## src/rtl/triumph_pkg.sv

```systemverilog
// Shared opcode, ALU-op and FSM-state definitions for the triumph ID stage.
package triumph_pkg;

  localparam logic [5:0] OpNop  = 6'h00;
  localparam logic [5:0] OpAdd  = 6'h01;
  localparam logic [5:0] OpSub  = 6'h02;
  localparam logic [5:0] OpAnd  = 6'h03;
  localparam logic [5:0] OpOr   = 6'h04;
  localparam logic [5:0] OpXor  = 6'h05;
  localparam logic [5:0] OpAddi = 6'h08;
  localparam logic [5:0] OpLw   = 6'h10;
  localparam logic [5:0] OpSw   = 6'h11;
  localparam logic [5:0] OpBeq  = 6'h20;
  localparam logic [5:0] OpBne  = 6'h21;

  typedef enum logic [3:0] {
    AluAdd  = 4'h0,
    AluSub  = 4'h1,
    AluAnd  = 4'h2,
    AluOr   = 4'h3,
    AluXor  = 4'h4,
    AluPass = 4'hF
  } alu_op_e;

  typedef enum logic [1:0] {
    StRun    = 2'd0,
    StStall  = 2'd1,
    StSquash = 2'd2
  } id_state_e;

  // Contents of the ID/EX pipeline register.
  typedef struct packed {
    logic [4:0]  rs1;
    logic [4:0]  rs2;
    logic [4:0]  rd;
    logic [31:0] imm;
    logic [3:0]  alu_op;
    logic        we;
    logic        mem_rd;
    logic        mem_wr;
    logic        branch;
    logic        bne;
    logic        illegal;
  } id_ex_t;

  function automatic logic [31:0] sext16(input logic [15:0] v);
    return {{16{v[15]}}, v};
  endfunction

endpackage

```

## src/rtl/triumph_decoder.sv

```systemverilog
// Combinational instruction decoder: splits the word into register fields,
// sign-extended immediate and control flags.
module triumph_decoder
  import triumph_pkg::*;
(
  input  logic [31:0] i_instr,
  output logic [4:0]  o_rs1,
  output logic [4:0]  o_rs2,
  output logic [4:0]  o_rd,
  output logic [31:0] o_imm,
  output logic [3:0]  o_alu_op,
  output logic        o_we,
  output logic        o_mem_rd,
  output logic        o_mem_wr,
  output logic        o_branch,
  output logic        o_bne,
  output logic        o_illegal
);

  logic [5:0] w_opcode;
  logic       w_writes;

  assign w_opcode = i_instr[31:26];
  assign o_rd     = i_instr[25:21];
  assign o_rs1    = i_instr[20:16];
  assign o_rs2    = i_instr[15:11];
  assign o_imm    = sext16(i_instr[15:0]);

  always_comb begin
    o_alu_op  = AluPass;
    w_writes  = 1'b0;
    o_mem_rd  = 1'b0;
    o_mem_wr  = 1'b0;
    o_branch  = 1'b0;
    o_bne     = 1'b0;
    o_illegal = 1'b0;
    unique case (w_opcode)
      OpNop:  ;
      OpAdd:  begin o_alu_op = AluAdd; w_writes = 1'b1; end
      OpSub:  begin o_alu_op = AluSub; w_writes = 1'b1; end
      OpAnd:  begin o_alu_op = AluAnd; w_writes = 1'b1; end
      OpOr:   begin o_alu_op = AluOr;  w_writes = 1'b1; end
      OpXor:  begin o_alu_op = AluXor; w_writes = 1'b1; end
      OpAddi: begin o_alu_op = AluAdd; w_writes = 1'b1; end
      OpLw:   begin o_alu_op = AluAdd; w_writes = 1'b1; o_mem_rd = 1'b1; end
      OpSw:   begin o_alu_op = AluAdd; o_mem_wr = 1'b1; end
      // Branches compare by subtraction in EX.
      OpBeq:  begin o_alu_op = AluSub; o_branch = 1'b1; end
      OpBne:  begin o_alu_op = AluSub; o_branch = 1'b1; o_bne = 1'b1; end
      default: o_illegal = 1'b1;
    endcase
    o_we = w_writes & (o_rd != 5'd0);
  end

endmodule

```

## src/rtl/triumph_id_stage.sv

```systemverilog
// Decode stage: load-use hazard stall, flush squash, EX backpressure and the
// ID/EX pipeline register. Invalid entries always carry all-zero fields.
module triumph_id_stage
  import triumph_pkg::*;
(
  input  logic        clk_i,
  input  logic        rst_i,
  input  logic        instr_valid_i,
  input  logic [31:0] instr_data_i,
  output logic        id_ready_o,
  input  logic        flush_i,
  input  logic        ex_ready_i,
  input  logic        ex_load_i,
  input  logic [4:0]  ex_rd_i,
  output logic        id_valid_o,
  output logic [4:0]  rs1_addr_o,
  output logic [4:0]  rs2_addr_o,
  output logic [4:0]  rd_addr_o,
  output logic [31:0] imm_o,
  output logic [3:0]  alu_op_o,
  output logic        we_o,
  output logic        mem_rd_o,
  output logic        mem_wr_o,
  output logic        branch_o,
  output logic        bne_o,
  output logic        illegal_o,
  output logic [31:0] opPC_data_o
);

  logic [4:0]  w_rs1, w_rs2, w_rd;
  logic [31:0] w_imm;
  logic [3:0]  w_alu_op;
  logic        w_we, w_mem_rd, w_mem_wr, w_branch, w_bne, w_illegal;
  id_ex_t      w_dec;
  logic        w_hazard;
  logic        w_hold;

  id_state_e   r_state;
  logic        r_valid;
  id_ex_t      r_ex;

  triumph_decoder u_decoder (
    .i_instr   (instr_data_i),
    .o_rs1     (w_rs1),
    .o_rs2     (w_rs2),
    .o_rd      (w_rd),
    .o_imm     (w_imm),
    .o_alu_op  (w_alu_op),
    .o_we      (w_we),
    .o_mem_rd  (w_mem_rd),
    .o_mem_wr  (w_mem_wr),
    .o_branch  (w_branch),
    .o_bne     (w_bne),
    .o_illegal (w_illegal)
  );

  assign w_dec = '{rs1: w_rs1, rs2: w_rs2, rd: w_rd, imm: w_imm, alu_op: w_alu_op,
                   we: w_we, mem_rd: w_mem_rd, mem_wr: w_mem_wr, branch: w_branch,
                   bne: w_bne, illegal: w_illegal};

  assign w_hazard = ex_load_i & (ex_rd_i != 5'd0) &
                    ((ex_rd_i == w_rs1) | (ex_rd_i == w_rs2)) & instr_valid_i;
  assign w_hold   = r_valid & ~ex_ready_i;

  assign id_ready_o = ~rst_i & (((r_state == StRun) & ~w_hazard & (~r_valid | ex_ready_i)) |
                                (r_state == StSquash));

  always_ff @(posedge clk_i) begin
    if (rst_i) begin
      r_state <= StRun;
      r_valid <= 1'b0;
      r_ex    <= '0;
    end else if (flush_i) begin
      r_state <= StSquash;
      r_valid <= 1'b0;
      r_ex    <= '0;
    end else begin
      unique case (r_state)
        StRun: begin
          if (w_hazard) begin
            r_state <= StStall;
          end
          // A stalled EX keeps the current entry even while a hazard is noted.
          if (!w_hold) begin
            if (!w_hazard && instr_valid_i) begin
              r_valid <= 1'b1;
              r_ex    <= w_dec;
            end else begin
              r_valid <= 1'b0;
              r_ex    <= '0;
            end
          end
        end
        StStall, StSquash: begin
          r_state <= StRun;
          if (!w_hold) begin
            r_valid <= 1'b0;
            r_ex    <= '0;
          end
        end
        default: begin
          r_state <= StRun;
          r_valid <= 1'b0;
          r_ex    <= '0;
        end
      endcase
    end
  end

  assign id_valid_o  = r_valid;
  assign rs1_addr_o  = r_ex.rs1;
  assign rs2_addr_o  = r_ex.rs2;
  assign rd_addr_o   = r_ex.rd;
  assign imm_o       = r_ex.imm;
  assign alu_op_o    = r_ex.alu_op;
  assign we_o        = r_ex.we;
  assign mem_rd_o    = r_ex.mem_rd;
  assign mem_wr_o    = r_ex.mem_wr;
  assign branch_o    = r_ex.branch;
  assign bne_o       = r_ex.bne;
  assign illegal_o   = r_ex.illegal;
  assign opPC_data_o = r_ex.branch ? r_ex.imm : 32'd0;

endmodule

```

## config.mk

```make
export PLATFORM = sky130hd
export DESIGN_NAME = triumph_id_stage
export DESIGN_NICKNAME = d
export VERILOG_FILES = /design/src/rtl/triumph_pkg.sv /design/src/rtl/triumph_decoder.sv /design/src/rtl/triumph_id_stage.sv
export SDC_FILE = /design/constraint.sdc
export NUM_CORES = 1
export LEC_CHECK = 0
export BUFFER_PORTS_ARGS = -buffer_cell sky130_fd_sc_hd__buf_2
export CORE_UTILIZATION = 42
export DETAILED_ROUTE_END_ITERATION = 10
export HOLD_SLACK_MARGIN = 0.05
export PLACE_DENSITY = 0.8
export SETUP_SLACK_MARGIN = 0.02
export SYNTH_ARGS = -nofsm -noshare
export SYNTH_HDL_FRONTEND = slang
export SYNTH_SLANG_ARGS = --single-unit
```

## constraint.sdc

```tcl
create_clock -name clk_i -period 2.2 [get_ports clk_i]
set_input_delay 0 -clock clk_i [delete_from_list [all_inputs] [get_ports clk_i]]
set_output_delay 0 -clock clk_i [all_outputs]
set_load 0.01 [all_outputs]
```

# == After elaboration in Yosys (flattened, before gate mapping) ==
# Index checks and enable logic that the tools add are counted.
# classes
muxes,19
bitwise,16
reduce_logical,15
eq_ne,17
# op_table
cell,n
2-to-1 mux 57 bit,3
case mux 57 bit (2 select lines),1
2-to-1 mux 32 bit,1
case mux 4 bit (5 select lines),1
"== test 6 x 2 -> 1 bit, second input constant",2
"== test 6 x 3 -> 1 bit, second input constant",2
"== test 6 x 5 -> 1 bit, second input constant",2
"== test 6 bit, second input constant",2
OR reduction 11 bit,1
== test 5 bit,2
nonzero test 5 bit,2
2-to-1 mux 1 bit,9
AND 1 bit,8
OR reduction 7 bit,1
"== test 6 x 1 -> 1 bit, second input constant",1
"== test 6 x 4 -> 1 bit, second input constant",1
logical NOT 6 bit,1
2-to-1 mux 2 bit,3
OR reduction 2 bit,3
OR reduction 3 bit,2
inverter 1 bit,5
"!= test 2 bit, second input constant",2
OR reduction 4 bit,1
"!= test 3 bit, second input constant",1
8 further kinds,10
# totals
out_inout_bits,91
in_bits,43
regBits,60
wordCells,81

# == Logic depth before layout (Yosys ltp) ==
# depth
depth_word,9
ltp_mapped,6
mapped_depth_nobuf,5

# == Hierarchy ==
# Synthesis repeated with hierarchy kept, for this count alone.
# hier_totals
hier_cells,499
hier_area_um2,3812.4
# by_module_without_submodules
mod,area_each_um2,n_inst,cells_per_inst,seq_area_each_um2
triumph_id_stage,3140.5,1,405,1201.2
triumph_decoder,671.9,1,94,0.0

# == Worst setup path before layout ==
# OpenSTA, ideal clock, no wires.
# synth_timing
kind,flip-flop to flip-flop
startpoint,reg r_state[1]
endpoint,reg r_ex (netlist bit imm_o[30])
t_arrival_ns,1.516
setup_ns,0.061
setup_slack_ns,0.624
stages_incl_launch_ff,7
path_buffers,1
synth_period_minus_slack_ns,1.576
required_ns,2.139
path_cell_list,dfxtp_1 inv_1 ha_1 o21ai_0 nor2_1 clkbuf_1 a22o_1
# synth_via
elab_chain_cells,4
word_cells_on_any_way,8
classes_between,4 x eq/ne; 1 x mux; 3 x reduce/logical
# synth_lines
element,line_no,text
start: declaration,triumph_id_stage.sv:38,id_state_e r_state;
start signal: assignment,triumph_id_stage.sv:70,r_state <= StRun;
start signal: assignment,triumph_id_stage.sv:74,r_state <= StSquash;
start signal: assignment,triumph_id_stage.sv:81,r_state <= StStall;
== test 2 bit / == test 2 x 1 -> 1 bit (equally long branches),triumph_id_stage.sv:78,unique case (r_state)
OR reduction 2 bit,triumph_id_stage.sv:78,
!= test 2 bit (no line),-,
AND reduction 2 bit (no line),-,
end signal: assignment,triumph_id_stage.sv:87,r_ex <= w_dec;
end: declaration,triumph_id_stage.sv:40,id_ex_t r_ex;
# Parallel ways exist; a longest one is shown, timed or not.
# A chain may end at the register's enable or synchronous reset.

# == Final worst setup path ==
# layout_timing
startpoint,in instr_data_i[15]
endpoint,reg r_state[1]
# layout_via
elab_chain_cells,5
# layout_lines
element,line_no,text
start: declaration,triumph_id_stage.sv:9,"input logic [31:0] instr_data_i,"
== test 5 bit,triumph_id_stage.sv:62,((ex_rd_i == w_rs1) | (ex_rd_i == w_rs2)) & instr_valid_i;
OR 1 bit,triumph_id_stage.sv:62,
AND 1 bit,triumph_id_stage.sv:61,assign w_hazard = ex_load_i & (ex_rd_i != 5'd0) &
AND 1 bit,triumph_id_stage.sv:62,
!= test 3 bit (no line),-,
# No other way between the ends.

==> impl_results.md <==
- Status: completed
- Core area: 4750 um2
- Number of setup buffers added after CTS: 0
- Chip height: 72.4 um
- CP max stage cell: dlygate4sd3_1
- CTS max path bufs: 2
- Area leader, netlist: dfxtp_1
- R2R cell count: 6
- FP Rows: 25
- Slew HR: 59.1%
- Hold Path Class: primary input to flop
- Crit. End Element: flop
- Io pins: 134
- Share of cells above drive strength 1: 43.3%
- Avg WL per Cell: 13.1 um
- Leak: 1.49 nW
- Synthesis-to-layout area growth: 39.5%
- Final setup violation count: 0
- CP Buf/Inv Count: 3
- Maximum vdd drop: 301 uV
- DR iter-0 viols: 75
- Layout Skew: 0.00719 ns
- Syn Nets: 270
- Hold Path Cell Cnt: 2
- Post-synth EDFFs: 0
- First-pass GRT wire length: 8310 um
- Slew Limit Fails: 0
- Crit-path leading delay family: buffers and inverters
- Warnings, synthesis: 0
- Fin Setup TNS: 0 ns
- Num CTS Buffers: 5
- Initial core utilization: 43.8%
- Clock sink total: 39
- Sequential share of the synthesized area: 37.5%
- Pwr per Cell Area: 506 nW/um2
- H-tree Lvls: 2
- Worst Max-Slew Pin Slew: 0.612 ns
- CTS tree: built
- Critical path's most frequent cell: dlygate4sd3_1
- Worst Path Arrival: 2.24 ns
- Antenna violations before repair: 0
- Full die area: 5250 um2
- Post-route ant nets: 0
- Pin count of the biggest net entering global routing: 28
- Most common cell in the netlist: dfxtp_1
- Crit Path Max Fanout: 4
- Synth area leaders: dfxtp_1 37%, buf_4 13%, a22o_1 13%, and2_1 5.1%, xnor2_1 4.6%
- Fmax: 0.485 GHz
- Overflow after GRT: 0
- Fin crit period: 2.06 ns
- Crit path launch type: primary input
- Synth Area per Inst: 9.26 um2
- Clk pin slew, worst setup/hold paths: 0.07 ns
- Diode count: 0
- Clk Latency, worst-skew pair: 0.29 ns
- Crit path cell chain: dlygate4sd3_1 > buf_2 > xnor2_1 > nand3_1 > o22ai_1 > and2_1 > a311oi_1 > dlygate4sd3_1
- Overall Power: 1.47 mW
- Die Width: 72.4 um
- Via/cell ratio: 4.93
- Mapped cell area: 2080 um2
- Pre-antenna DRT Iters: 4
- Post-synth ARST share: 0%
- DR vias: 2,050
- CP Class: primary input to flop
- Routability Congestion: 0.839
- Synth top area share: 37.5%
- Final nets: 393
- Top cell types by occurrence after synthesis: 39 x dfxtp_1, 37 x buf_4, 31 x a22o_1
- Final Hold Vio Count: 0
- Ys flop type: dfxtp_1
- DRC viols: 0
- Worst EP required: 2.38 ns
- Critical path depth in cells: 8
- Number of synthesized register bits: 39
- Slowest stage delay, CP: 0.56 ns
- DP HPWL: 3770 um
- Post-Syn Instances: 225
- Root Driver: clkbuf_8
- WL final: 5450 um
- Vias in the first global route: 1,743
- Yosys cell types: 37
- RSZ-0062 raised after global routing: false
- GRT Total Usage: 20.6%
- Max Cap Viol: 0
- Final period utilization: 93.8%
- PortBufs: 133
==> layout by cell type (no fill, tap or decap), drive strengths merged <==
cell type	n
a2111oi	1
a211oi	1
a21oi	6
a22o	31
a311oi	2
a31oi	4
a32o	5
and2	17
buf	136
clkbuf	5
clkinvlp	2
dfxtp	39
dlygate4sd3	30
ha	2
inv	9
mux2	1
mux2i	1
nand2	8
nand2b	3
nand3	2
nand3b	2
nand4	1
nor2	10
nor3	7
nor3b	1
o21ai	2
o22ai	1
o31ai	2
o32ai	1
or2	1
or4	2
or4b	1
xnor2	11
xor2	2
==> area by class of cell <==
type,count,area [um2]
well taps,67,83.8
inverters,8,30.0
multi-input cells,128,931
clock inverters,3,23.8
fillers,436,1850
flip-flops and latches,39,781
clock buffers,5,68.8
repair buffers,166,988
==> flip-flops by register name (all words and copies together), names as in the netlist, 2 cells and up <==
name	flops
rs2_addr_o	4
r_state	2
imm_o	12
alu_op_o	4
rd_addr_o	5
rs1_addr_o	5
==> cells by family after synthesis <==
family          Yosys count  synth area share, %
buf+inv                  58                 18.2
compound gates           56                 22.3
simple gates             55                 14.3
flops                    39                 37.5
xor+xnor                 13                 5.47
mux                       2                 1.02
fa+ha+maj                 2                 1.20
==> stage by stage <==
step	hold WS [ns]	utilization (%)	cell area (um2)	worst slack, ns	instances
floorplan	0.0460	-	2080	0.624	225
global placement	0.197	52.8	2510	0.149	378
detailed placement	0.205	52.8	2510	0.0618	378
CTS	0.0747	61.0	2900	0.0408	416
global route	0.0868	61.1	2910	0.0291	416
finish	0.0700	61.1	2910	0.136	416
==> repair_timing <==
item                                    CTS  global route
resized for setup                         0             1
endpoints found under the setup margin    0            11
hold endpoints to repair                 28             0
hold buffers                             30             0
==> where the power goes <==
part	switching, mW	internal, mW	total [mW]
sequential	0.0138	0.724	0.737
clock	0.260	0.226	0.486
combinational	0.118	0.129	0.247
==> path summary, 6_finish.rpt <==
check                                from                        end  slack (ns)
setup reg to reg  r_state[0]$_SDFFE_PP0P_  rd_addr_o[1]$_SDFFE_PP0P_        0.36
hold / removal           instr_data_i[26]         bne_o$_SDFFE_PP0P_        0.07
setup / recovery         instr_data_i[15]    r_state[1]$_SDFFE_PP0P_        0.14
hold reg to reg     mem_rd_o$_SDFFE_PP0P_      mem_rd_o$_SDFFE_PP0P_        0.47
==> layer usage <==
layer  wire length, um  GRT usage (%)
met1              2180           22.9
met2              2800           37.7
met3               324           3.89
met4               148           9.37
met5                 0              0
No activity file was read; power rests on OpenSTA's default activity.
